## src/rtl/div_pkg.sv

```systemverilog
// Shared types and constants for the sequential restoring divider.
// Signed two's-complement operation is enabled by defining SIGNED_DIV_EN.
package div_pkg;

    localparam int DEFAULT_N     = 4;
    localparam int DEFAULT_CNT_W = 5;

    // Quotient is filled with this bit when the divisor is zero
    localparam logic DIV0_FILL_BIT = 1'b1;

    typedef enum logic [1:0] {
        S_IDLE = 2'd0,
        S_RUN  = 2'd1,
        S_DONE = 2'd2
    } state_t;

endpackage

```

## src/rtl/div_step.sv

```systemverilog
// One restoring-division iteration: shift in the next dividend bit, then
// subtract the divisor if it fits, producing one quotient bit.
module div_step
    import div_pkg::*;
#(
    parameter int N = DEFAULT_N
)(
    input  logic [N:0]   i_rem,
    input  logic         i_bit,
    input  logic [N-1:0] i_divisor,
    output logic [N:0]   o_rem,
    output logic         o_qbit
);

    logic [N:0] w_shifted;
    logic [N:0] w_diff;
    logic       w_unusedRemTop;

    // The restored remainder is always below the divisor, so its top bit is never needed
    assign w_unusedRemTop = i_rem[N];
    assign w_shifted      = {i_rem[N-1:0], i_bit};
    assign w_diff         = w_shifted - {1'b0, i_divisor};

    always_comb begin
        o_qbit = 1'b0;
        o_rem  = w_shifted;
        if (w_shifted >= {1'b0, i_divisor}) begin
            o_qbit = 1'b1;
            o_rem  = w_diff;
        end
    end

endmodule

```

## src/rtl/seq_divider.sv

```systemverilog
// Multi-cycle restoring divider, one quotient bit per clock.
// Define SIGNED_DIV_EN for two's-complement operands (sign fix-up on result load).
module seq_divider
    import div_pkg::*;
#(
    parameter int N     = DEFAULT_N,
    parameter int CNT_W = DEFAULT_CNT_W
)(
    input  logic         clk,
    input  logic         rst_n,
    input  logic         start,
    input  logic [N-1:0] dividend,
    input  logic [N-1:0] divisor,
    output logic         busy,
    output logic         done,
    output logic [N-1:0] quotient,
    output logic [N-1:0] remainder,
    output logic         div_zero
);

    state_t           r_state;
    state_t           w_nextState;
    logic [N:0]       r_rem;
    logic [N-1:0]     r_q;
    logic [N-1:0]     r_divisor;
    logic [N-1:0]     r_dividend;
    logic [CNT_W-1:0] r_count;
    logic             r_zero;
    logic             r_done;
    logic [N-1:0]     r_quotient;
    logic [N-1:0]     r_remainder;
    logic             r_divZero;

    logic [N:0]       w_stepRem;
    logic             w_stepBit;
    logic             w_lastStep;
    logic [N-1:0]     w_opDividend;
    logic [N-1:0]     w_opDivisor;
    logic [N-1:0]     w_resQuot;
    logic [N-1:0]     w_resRem;

`ifdef SIGNED_DIV_EN
    logic r_negQuot;
    logic r_negRem;

    // The unsigned core sees magnitudes; the most-negative value maps to 2^(N-1), which still fits
    assign w_opDividend = dividend[N-1] ? -dividend : dividend;
    assign w_opDivisor  = divisor[N-1]  ? -divisor  : divisor;
    assign w_resQuot    = r_negQuot ? -r_q : r_q;
    assign w_resRem     = r_negRem  ? -r_rem[N-1:0] : r_rem[N-1:0];
`else
    assign w_opDividend = dividend;
    assign w_opDivisor  = divisor;
    assign w_resQuot    = r_q;
    assign w_resRem     = r_rem[N-1:0];
`endif

    assign w_lastStep = (r_count == CNT_W'(N - 1));
    assign busy       = (r_state != S_IDLE);
    assign done       = r_done;
    assign quotient   = r_quotient;
    assign remainder  = r_remainder;
    assign div_zero   = r_divZero;

    div_step #(.N(N)) u_step (
        .i_rem     (r_rem),
        .i_bit     (r_q[N-1]),
        .i_divisor (r_divisor),
        .o_rem     (w_stepRem),
        .o_qbit    (w_stepBit)
    );

    always_ff @(posedge clk) begin
        if (!rst_n) begin
            r_state <= S_IDLE;
        end else begin
            r_state <= w_nextState;
        end
    end

    // A zero divisor skips the iterations entirely
    always_comb begin
        w_nextState = r_state;
        case (r_state)
            S_IDLE: begin
                if (start) begin
                    w_nextState = (divisor == '0) ? S_DONE : S_RUN;
                end
            end
            S_RUN: begin
                if (w_lastStep) begin
                    w_nextState = S_DONE;
                end
            end
            S_DONE:  w_nextState = S_IDLE;
            default: w_nextState = S_IDLE;
        endcase
    end

    always_ff @(posedge clk) begin
        if (!rst_n) begin
            r_rem       <= '0;
            r_q         <= '0;
            r_divisor   <= '0;
            r_dividend  <= '0;
            r_count     <= '0;
            r_zero      <= 1'b0;
            r_done      <= 1'b0;
            r_quotient  <= '0;
            r_remainder <= '0;
            r_divZero   <= 1'b0;
`ifdef SIGNED_DIV_EN
            r_negQuot   <= 1'b0;
            r_negRem    <= 1'b0;
`endif
        end else begin
            r_done <= 1'b0;
            case (r_state)
                S_IDLE: begin
                    if (start) begin
                        r_rem      <= '0;
                        r_q        <= w_opDividend;
                        r_divisor  <= w_opDivisor;
                        r_dividend <= dividend;
                        r_zero     <= (divisor == '0);
                        r_count    <= '0;
                        if (divisor != '0) begin
                            r_divZero <= 1'b0;
                        end
`ifdef SIGNED_DIV_EN
                        r_negQuot  <= dividend[N-1] ^ divisor[N-1];
                        r_negRem   <= dividend[N-1];
`endif
                    end
                end
                S_RUN: begin
                    r_rem   <= w_stepRem;
                    r_q     <= {r_q[N-2:0], w_stepBit};
                    r_count <= r_count + CNT_W'(1);
                end
                S_DONE: begin
                    r_done <= 1'b1;
                    if (r_zero) begin
                        r_quotient  <= {N{DIV0_FILL_BIT}};
                        r_remainder <= r_dividend;
                        r_divZero   <= 1'b1;
                    end else begin
                        r_quotient  <= w_resQuot;
                        r_remainder <= w_resRem;
                        r_divZero   <= 1'b0;
                    end
                end
                default: ;
            endcase
        end
    end

endmodule

```

## config.mk

```make
export PLATFORM = sky130hd
export DESIGN_NAME = seq_divider
export DESIGN_NICKNAME = d
export VERILOG_FILES = /design/src/rtl/div_pkg.sv /design/src/rtl/div_step.sv /design/src/rtl/seq_divider.sv
export SDC_FILE = /design/constraint.sdc
export NUM_CORES = 1
export LEC_CHECK = 0
export ABC_AREA = 1
export BUFFER_PORTS_ARGS = -buffer_cell sky130_fd_sc_hd__clkbuf_2
export CORE_AREA = 4 4 78 80
export DETAILED_ROUTE_END_ITERATION = 10
export DIE_AREA = 0 0 82 84
export PLACE_DENSITY = 0.45
export SLEW_MARGIN = 20
export SYNTH_ARGS = -nofsm -noshare
export SYNTH_HDL_FRONTEND = slang
export SYNTH_SLANG_ARGS = --single-unit
```

## constraint.sdc

```tcl
create_clock -name clk -period 3.6 [get_ports clk]
set_input_delay 0.18 -clock clk [delete_from_list [all_inputs] [get_ports clk]]
set_output_delay 0.18 -clock clk [all_outputs]
set_load 0.01 [all_outputs]
```

Word-level counts from Yosys, hierarchy flattened
Index checks and enable logic that the tools add are counted.
{ "word_totals": {"reg_bits": 34, "out_inout_bits": 11, "wordCells": 48} }
{ "op_classes": {"addsub": 2, "n_lt_le_gt_ge": 1, "n_eq_ne": 6, "muxes": 18, "n_reduce_logical": 10} }
{ "ops": {"columns": ["operator", "count"], "rows": [
  ["$mux 4", 4],
  ["$pmux 4 s2", 2],
  ["$pmux 5 s2", 1],
  ["$mux 2", 3],
  ["$ne 2x2->1 const B", 3],
  ["$reduce_and 2->1", 3],
  ["$reduce_bool 2->1", 3],
  ["$add 5x1->5 const B", 1],
  ["$eq 5x2->1 const B", 1],
  ["$ge 5x4->1", 1],
  ["$mux 1", 5],
  ["$mux 5", 1],
  ["$logic_not 4->1", 1],
  ["$pmux 2 s2", 1],
  ["$reduce_bool 4->1", 1],
  ["$sub 4x4->4", 1],
  ["$reduce_and 3->1", 1],
  ["$eq 2x1->1 const B", 1],
  ["$eq 2x2->1 const B", 1],
  ["$logic_not 2->1", 1],
  ["$pmux 1 s2", 1]
]} }

Longest topological paths before layout
Gate-level depths: netlist of the first run.
{ "logic_depth": {"word_depth": 4, "ltp_mapped": 12, "ltp_nobuf": 12} }

By module
Synthesis of the first run repeated with hierarchy kept, for this count alone.
{ "hier_totals": {"cells_unflattened": 240, "area_unflattened_um2": 1707.9} }
{ "modules_own_cells": {"columns": ["mod", "instances", "cells_per_inst", "area_per_inst_um2", "seq_area_each_um2"], "rows": [
  ["seq_divider", 1, 185, 1395.1, 700.7],
  ["div_step", 1, 55, 312.8, 0.0]
]} }

Worst setup path after synthesis of the first run
No wires, ideal clock.
{ "synth_path": {"kind": "register to register", "from": "reg r_rem[1]", "to": "reg r_rem[2]", "arrival_time_ns": 1.325, "t_required_ns": 3.468, "path_slack_ns": 2.142, "stages_incl_launch_ff": 8, "path_buffers": 0, "period_less_slack_ns": 1.458, "path_cell_list": "dfxtp_1 -> ha_1 -> a21oi_1 -> nand2_1 -> nand2_1 -> nand2_2 -> a21boi_0 -> a21oi_1"} }
{ "synth_between": {"elab_chain_cells": 3} }
{ "synth_lines": {"columns": ["element", "line_no", "rtl"], "rows": [
  ["from (decl)", "seq_divider.sv:23", "logic [N:0] r_rem;"],
  ["from (signal assigned)", "seq_divider.sv:137", "r_rem <= w_stepRem;"],
  ["$sub 4x4->4 or $ge 5x4->1 (tied branches)", "div_step.sv:22, div_step.sv:27", null],
  ["$mux 4 *", "div_step.sv:27", "if (w_shifted >= {1'b0, i_divisor}) begin"],
  ["$pmux 4 s2 *", "seq_divider.sv:118", "case (r_state)"]
]} }
Every way passes the cells marked *; elsewhere a longest branch is shown, timed or not.
A chain may end at the register's enable or synchronous reset.

Worst setup path in the final report of the first run
Same ends and word-level chain as after synthesis.

==> run summary, run 1 <==
Post-route setup slack -> 1.93 ns
Place WS -> 1.95 ns
N_diodes -> 0
CP Capture Type -> flip-flop
Gr usage total -> 12.7%
CTS tree -> yes
Post-CTS Setup Bufs -> 0
Cell leakage power -> 0.759 nW
Crit path cell chain -> ha_1 -> a21oi_1 -> nand2_1 -> nand2_1 -> nand2_2 -> a21boi_0 -> a21oi_1
Clock period minus worst slack -> 1.67 ns
Crit path kind -> reg -> reg
Layout cell share with drive strength beyond 1 -> 17.1%
Vias -> 1375
Largest net degree at the start of global routing -> 24
Worst-Margin Slew -> 0.738 ns
Worst IR Drop VDD -> 0.218 mV
Slew margin rel. -> 50.7%
Placeable Area -> 5410 um2
Status -> finished, final reports clean
Max-cap violations -> 0
Syn_area_per_cell -> 7.65 um2
First-pass GRT wire length -> 6620 um
Router iterations before antenna repair -> 4
Nets -> 244
Reg2Reg Setup Slack -> 1.93 ns
WHS Path Cells -> 3
CP max stage delay -> 0.35 ns
Detailed Route Iter0 Violations -> 103
Worst flop-to-flop path endpoint -> r_rem[2]$_SDFFE_PN0P_
Site Rows -> 27
Worst-Skew Late Latency -> 0.29 ns
Syn Inst Count -> 206
Crit path max fanout -> 5
Post-DP HPWL -> 2690 um
Crit path launch type -> flip-flop
CP arrival -> 1.82 ns
PnR Total Power -> 972 uW
Cts-stage hold buffer count -> 0
Detailed Route WL -> 3760 um
Clock sink total -> 34
HP Class -> in -> reg
Drt drc -> 0
PortBufs -> 21
Worst r2r src -> r_rem[1]$_SDFFE_PN0P_
Flops & latches, synth -> 34
Clock slew at reported path FFs -> 0.08 ns
CTS Buf Count -> 5
RSZ-0062 raised after global routing -> no
Fin Clk Skew -> 0.0107 ns
Sequential fraction of the synthesis area -> 43.2%
Worst reg-to-reg path cell count -> 7
Vias in the first global route -> 1378
ANT nets after route -> 0
Initial antenna violation count -> 0
Overflow after GRT -> 0
H-tree Lvls -> 2
Final Cycle Share -> 46.5%
Setup TNS -> 0 ns
Routability-driven placement congestion ratio -> 0.786
Initial Utilization -> 29.1%
Power Density -> 533 nW/um2
Final hold violations -> 0
Die Area -> 6890 um2
Die W -> 82 um
Setup violators final -> 0
Synthesis Warnings -> 0
Crit path max-delay cell type -> dfxtp_1
CTS root buf -> clkbuf_8
Worst Hold Path EP -> r_divisor[0]$_SDFFE_PN0P_
Mapped Area -> 1580 um2
Worst Path Required -> 3.75 ns
Die span in y -> 84 um
Io pins -> 22
CTS Buffer Depth -> 2
Routed length per instance -> 12.5 um
FMAX -> 598 MHz
# resized after CTS -> 0
Area grow syn2layout -> 15.8%
Final Slew Violations -> 0
Syn_nets -> 223
Min-delay src -> divisor[0]
Synth unique cells -> 28
Vias per std cell -> 4.58
worst max-delay path by stage:
stage	start	end	slack [ns]	cells after the start
after CTS	r_rem[1]$_SDFFE_PN0P_	r_rem[2]$_SDFFE_PN0P_	1.93	7
after detailed placement	r_rem[1]$_SDFFE_PN0P_	r_rem[2]$_SDFFE_PN0P_	1.95	7
after global placement	r_rem[1]$_SDFFE_PN0P_	r_rem[3]$_SDFFE_PN0P_	1.96	9
after floorplan	r_rem[1]$_SDFFE_PN0P_	r_rem[2]$_SDFFE_PN0P_	2.14	7
after global routing	r_rem[1]$_SDFFE_PN0P_	r_q[0]$_SDFFE_PN0P_	1.66	7
final	r_rem[1]$_SDFFE_PN0P_	r_rem[2]$_SDFFE_PN0P_	1.93	7
cells by family (layout without fill, tap and decap cells):
kind of cell,after synthesis,count (layout),share of synthesized area [%]
flip-flops,34,34,43.2
AO/OA/AOI/OAI,56,56,18.6
AND/OR/NAND/NOR,83,83,24.4
buffers and inverters,27,49,8.58
adder cells (fa/ha/maj),6,6,5.24
Yosys cell counts:
master | n | area share (%)
a21boi_0 | 1 | 0.48
a21oi_1 | 32 | 10
a31oi_1 | 3 | 1.2
buf_2 | 1 | 0.32
buf_6 | 3 | 2.1
clkbuf_1 | 2 | 0.48
clkbuf_8 | 1 | 0.87
clkinv_1 | 1 | 0.24
dfxtp_1 | 34 | 43
fa_1 | 1 | 1.3
ha_1 | 5 | 4.0
inv_1 | 16 | 3.8
inv_2 | 3 | 0.71
nand2_1 | 50 | 12
nand2_2 | 2 | 0.79
nand2_4 | 1 | 0.71
nand3_1 | 9 | 2.9
nand3b_1 | 1 | 0.48
nand4_1 | 1 | 0.40
nor2_1 | 13 | 3.1
nor2_4 | 3 | 2.1
nor2_8 | 1 | 1.3
nor3_1 | 1 | 0.32
nor4_1 | 1 | 0.40
o21ai_0 | 17 | 5.4
o21ai_1 | 1 | 0.32
o22ai_1 | 1 | 0.40
o311a_1 | 1 | 0.64
power by group:
part | switching, mW | internal, mW
logic | 0.122 | 0.0623
registers | 0.0223 | 0.402
clock network | 0.157 | 0.206
total | 0.301 | 0.670
layout make-up:
cell class / count / area (um2)
Multi-Input combinational cell: 145 / 759
Fill cell: 601 / 3580
Clock buffer: 5 / 68.8
Clock inverter: 3 / 45.0
Tap cell: 72 / 90.1
Inverter: 20 / 75.1
Sequential cell: 34 / 681
Timing Repair Buffer: 21 / 105
cell usage in the layout, fill, tap and decap left out, types with 3 or more instances in the layout:
| cell | n |
|---|---|
| a31oi_1 | 3 |
| nand3_1 | 9 |
| nor2_1 | 13 |
| o21ai_0 | 17 |
| inv_2 | 3 |
| clkbuf_2 | 21 |
| dfxtp_1 | 34 |
| clkbuf_8 | 5 |
| a21oi_1 | 32 |
| ha_1 | 5 |
| nand2_1 | 50 |
| nor2_4 | 3 |
| inv_1 | 16 |
layer usage:
layer	part of all wire (%)	track usage [%]	up-vias
li1	-	-	726
met1	51	17.7	628
met2	44	18.0	15
met3	3.5	3.35	6
met4	2.1	5.44	0
met5	0	0	-
sequential cells by signal (all words and copies together), names as in the netlist:
register,flops
r_divisor,4
r_dividend,4
done,1
div_zero,1
r_zero,1
r_rem,4
remainder,4
r_state,2
r_count,5
r_q,4
quotient,4
worst max-delay path: cells and delay by family, from the launching register on:
kind	cells	cell delay, ns
compound gates	3	0.51
simple gates	3	0.33
flops	1	0.35
fa+ha+maj	1	0.35
through the flow:
stage	instance area [um2]	util [%]	instances	hold WS [ns]
finish	1820	33.8	300	0.130
global route	1820	33.8	300	0.159
floorplan	1580	-	206	0.315
global placement	1710	31.6	292	0.432
detailed placement	1710	31.6	292	0.439
CTS	1820	33.8	300	0.126
(Power assumes the default switching activity.)
==> run 2: changes to the inputs <==
--- a/config.mk
+++ b/config.mk
@@ -10,7 +10,7 @@
 export CORE_AREA = 4 4 78 80
 export DETAILED_ROUTE_END_ITERATION = 10
 export DIE_AREA = 0 0 82 84
-export PLACE_DENSITY = 0.45
+export PLACE_DENSITY = 0.47
 export SLEW_MARGIN = 20
 export SYNTH_ARGS = -nofsm -noshare
 export SYNTH_HDL_FRONTEND = slang
==> constraint.sdc (replaced) <==
create_clock -name clk -period 1.4 [get_ports clk]
set_input_delay 0.07 -clock clk [delete_from_list [all_inputs] [get_ports clk]]
set_output_delay 0.07 -clock clk [all_outputs]
set_load 0.01 [all_outputs]
==> run 2 against run 1 <==
Clock skew is 0.0065 ns lower. Global-route usage is essentially flat. Hold slack got worse by 0.10 ns. Sequential share of layout area shrank 4.6 points. Power increased to 3.0 times the previous value. Non-clock buffer count rose by 22. Cell area rose by 15%. Largest cell class unchanged. Largest power group is now the clock network. Highest routed layer unchanged.
==> run summary, run 2 (synthesized netlist as in run 1, its figures left out) <==
Largest net degree at the start of global routing -> 24
Router iterations before antenna repair -> 4
Clock period minus worst slack -> 1.39 ns
Vias in the first global route -> 1443
Worst-Margin Slew -> 0.370 ns
Overflow after GRT -> 0
Vias per std cell -> 4.45
N_diodes -> 0
Io pins -> 22
PortBufs -> 21
Setup TNS -> 0 ns
Area grow syn2layout -> 33.4%
Fill cell count -> 601
Layout cell share with drive strength beyond 1 -> 34.0%
Power Density -> 1380 nW/um2
Crit path max fanout -> 3
CTS root buf -> clkbuf_8
# placed instances -> 307
Min Hold Slack -> 0.0272 ns
Slew margin rel. -> 75.3%
First-pass GRT wire length -> 6720 um
Worst Path Required -> 1.62 ns
Site Rows -> 27
Clock sink total -> 34
Vias -> 1433
Max reg flops -> 5
Final Cycle Share -> 99.2%
Clock slew at reported path FFs -> 0.07 ns
ANT nets after route -> 0
Cts-stage hold buffer count -> 0
Nets -> 266
Routability-driven placement congestion ratio -> 0.820
FMAX -> 720 MHz
Most common cell after layout, fill and taps aside -> nand2_1
Routed length per instance -> 12.0 um
Register name with the most flops -> r_count
Non-Filler Instances -> 322
Initial antenna violation count -> 0
Drt drc -> 0
Max-cap violations -> 0
CP arrival -> 1.61 ns
Initial Utilization -> 29.1%
Cell leakage power -> 0.888 nW
Post-DP HPWL -> 2740 um
Setup violators final -> 0
Placeable Area -> 5410 um2
Most frequent cells in the layout -> nand2_1 (48), a21oi_1 (30), dfxtp_1 (28)
CTS tree -> yes
Die Area -> 6890 um2
Post-Route Utilization -> 38.9%
CTS Buf Count -> 5
Final hold violations -> 0
CP Capture Type -> flip-flop
PnR Total Power -> 2.89 mW
RSZ-0062 raised after global routing -> yes
Status -> finished, final reports clean
Detailed Route WL -> 3860 um
Gr usage total -> 12.7%
Crit path launch type -> flip-flop
Crit path kind -> reg -> reg
Fin Clk Skew -> 0.00423 ns
Detailed Route Iter0 Violations -> 75
H-tree Lvls -> 2
Final Slew Violations -> 0
Die W -> 82 um
HP Class -> in -> reg
Worst-Skew Late Latency -> 0.29 ns
Die span in y -> 84 um
Worst IR Drop VDD -> 0.611 mV
CTS Buffer Depth -> 2
run 2: cell types whose count changed in the layout (fill, tap and decap cells not counted), moves of 6 or more:
| cell | change |
|---|---|
| dfxtp_2 | +6 |
| dfxtp_1 | -6 |
| inv_1 | -7 |
| inv_2 | +7 |
| buf_4 | +22 |
run 2: final cells by class:
class                           instances  area, um2  share of cell area, %
Clock buffer                            6       82.6                   3.93
Clock inverter                          2       60.1                   2.86
Inverter                               20       78.8                   3.75
Multi-Input combinational cell        145        832                   39.6
Sequential cell                        34        688                   32.7
Tap cell                               72       90.1                   4.29
Timing Repair Buffer                   43        270                   12.9
run 2: metal layers:
layer	track usage, %	vias to the layer above	wire [um]
met5	0	-	0
met4	4.08	0	44
met3	3.78	5	156
met2	19.8	18	1760
met1	16.4	647	1900
li1	-	763	-
run 2: final timing paths:
path	cells after the start	end	slack, ns	from
max reg2reg	8	r_rem[2]$_SDFFE_PN0P_	0.01	r_q[3]$_SDFFE_PN0P_
min reg2reg	2	quotient[2]$_SDFFE_PN0P_	0.46	quotient[2]$_SDFFE_PN0P_
min	3	r_divisor[0]$_SDFFE_PN0P_	0.03	divisor[0]
max	8	r_rem[2]$_SDFFE_PN0P_	0.01	r_q[3]$_SDFFE_PN0P_
run 2: worst max-delay path: stages, from the launching register on:
cell and delay [ns]:
dfxtp_2 0.34, inv_2 0.06, ha_4 0.16, fa_2 0.33
inv_2 0.06, o21ai_1 0.05, a21oi_1 0.12, a21boi_1 0.08
a21oi_1 0.13
run 2: power breakdown:
part	total, mW	switching, mW	internal, mW
Clock	1.13	0.374	0.760
Combinational	0.667	0.375	0.292
Sequential	1.09	0.0538	1.04
Total	2.89	0.803	2.09
run 2: stage by stage:
stage	cell area, um2	setup WS (ns)
global placement	1840	-0.0786
detailed placement	1840	-0.0971
floorplan	1590	0.0263
global route	2100	-0.0706
finish	2100	0.0108
CTS	2020	-0.00197
run 2: repair_timing:
item / in CTS / in global routing
setup endpoints to repair: 5 / 10
hold endpoints to repair: 0 / 0
setup buffers: 0 / 7
pin swaps: 3 / 11
resized for setup: 14 / 14
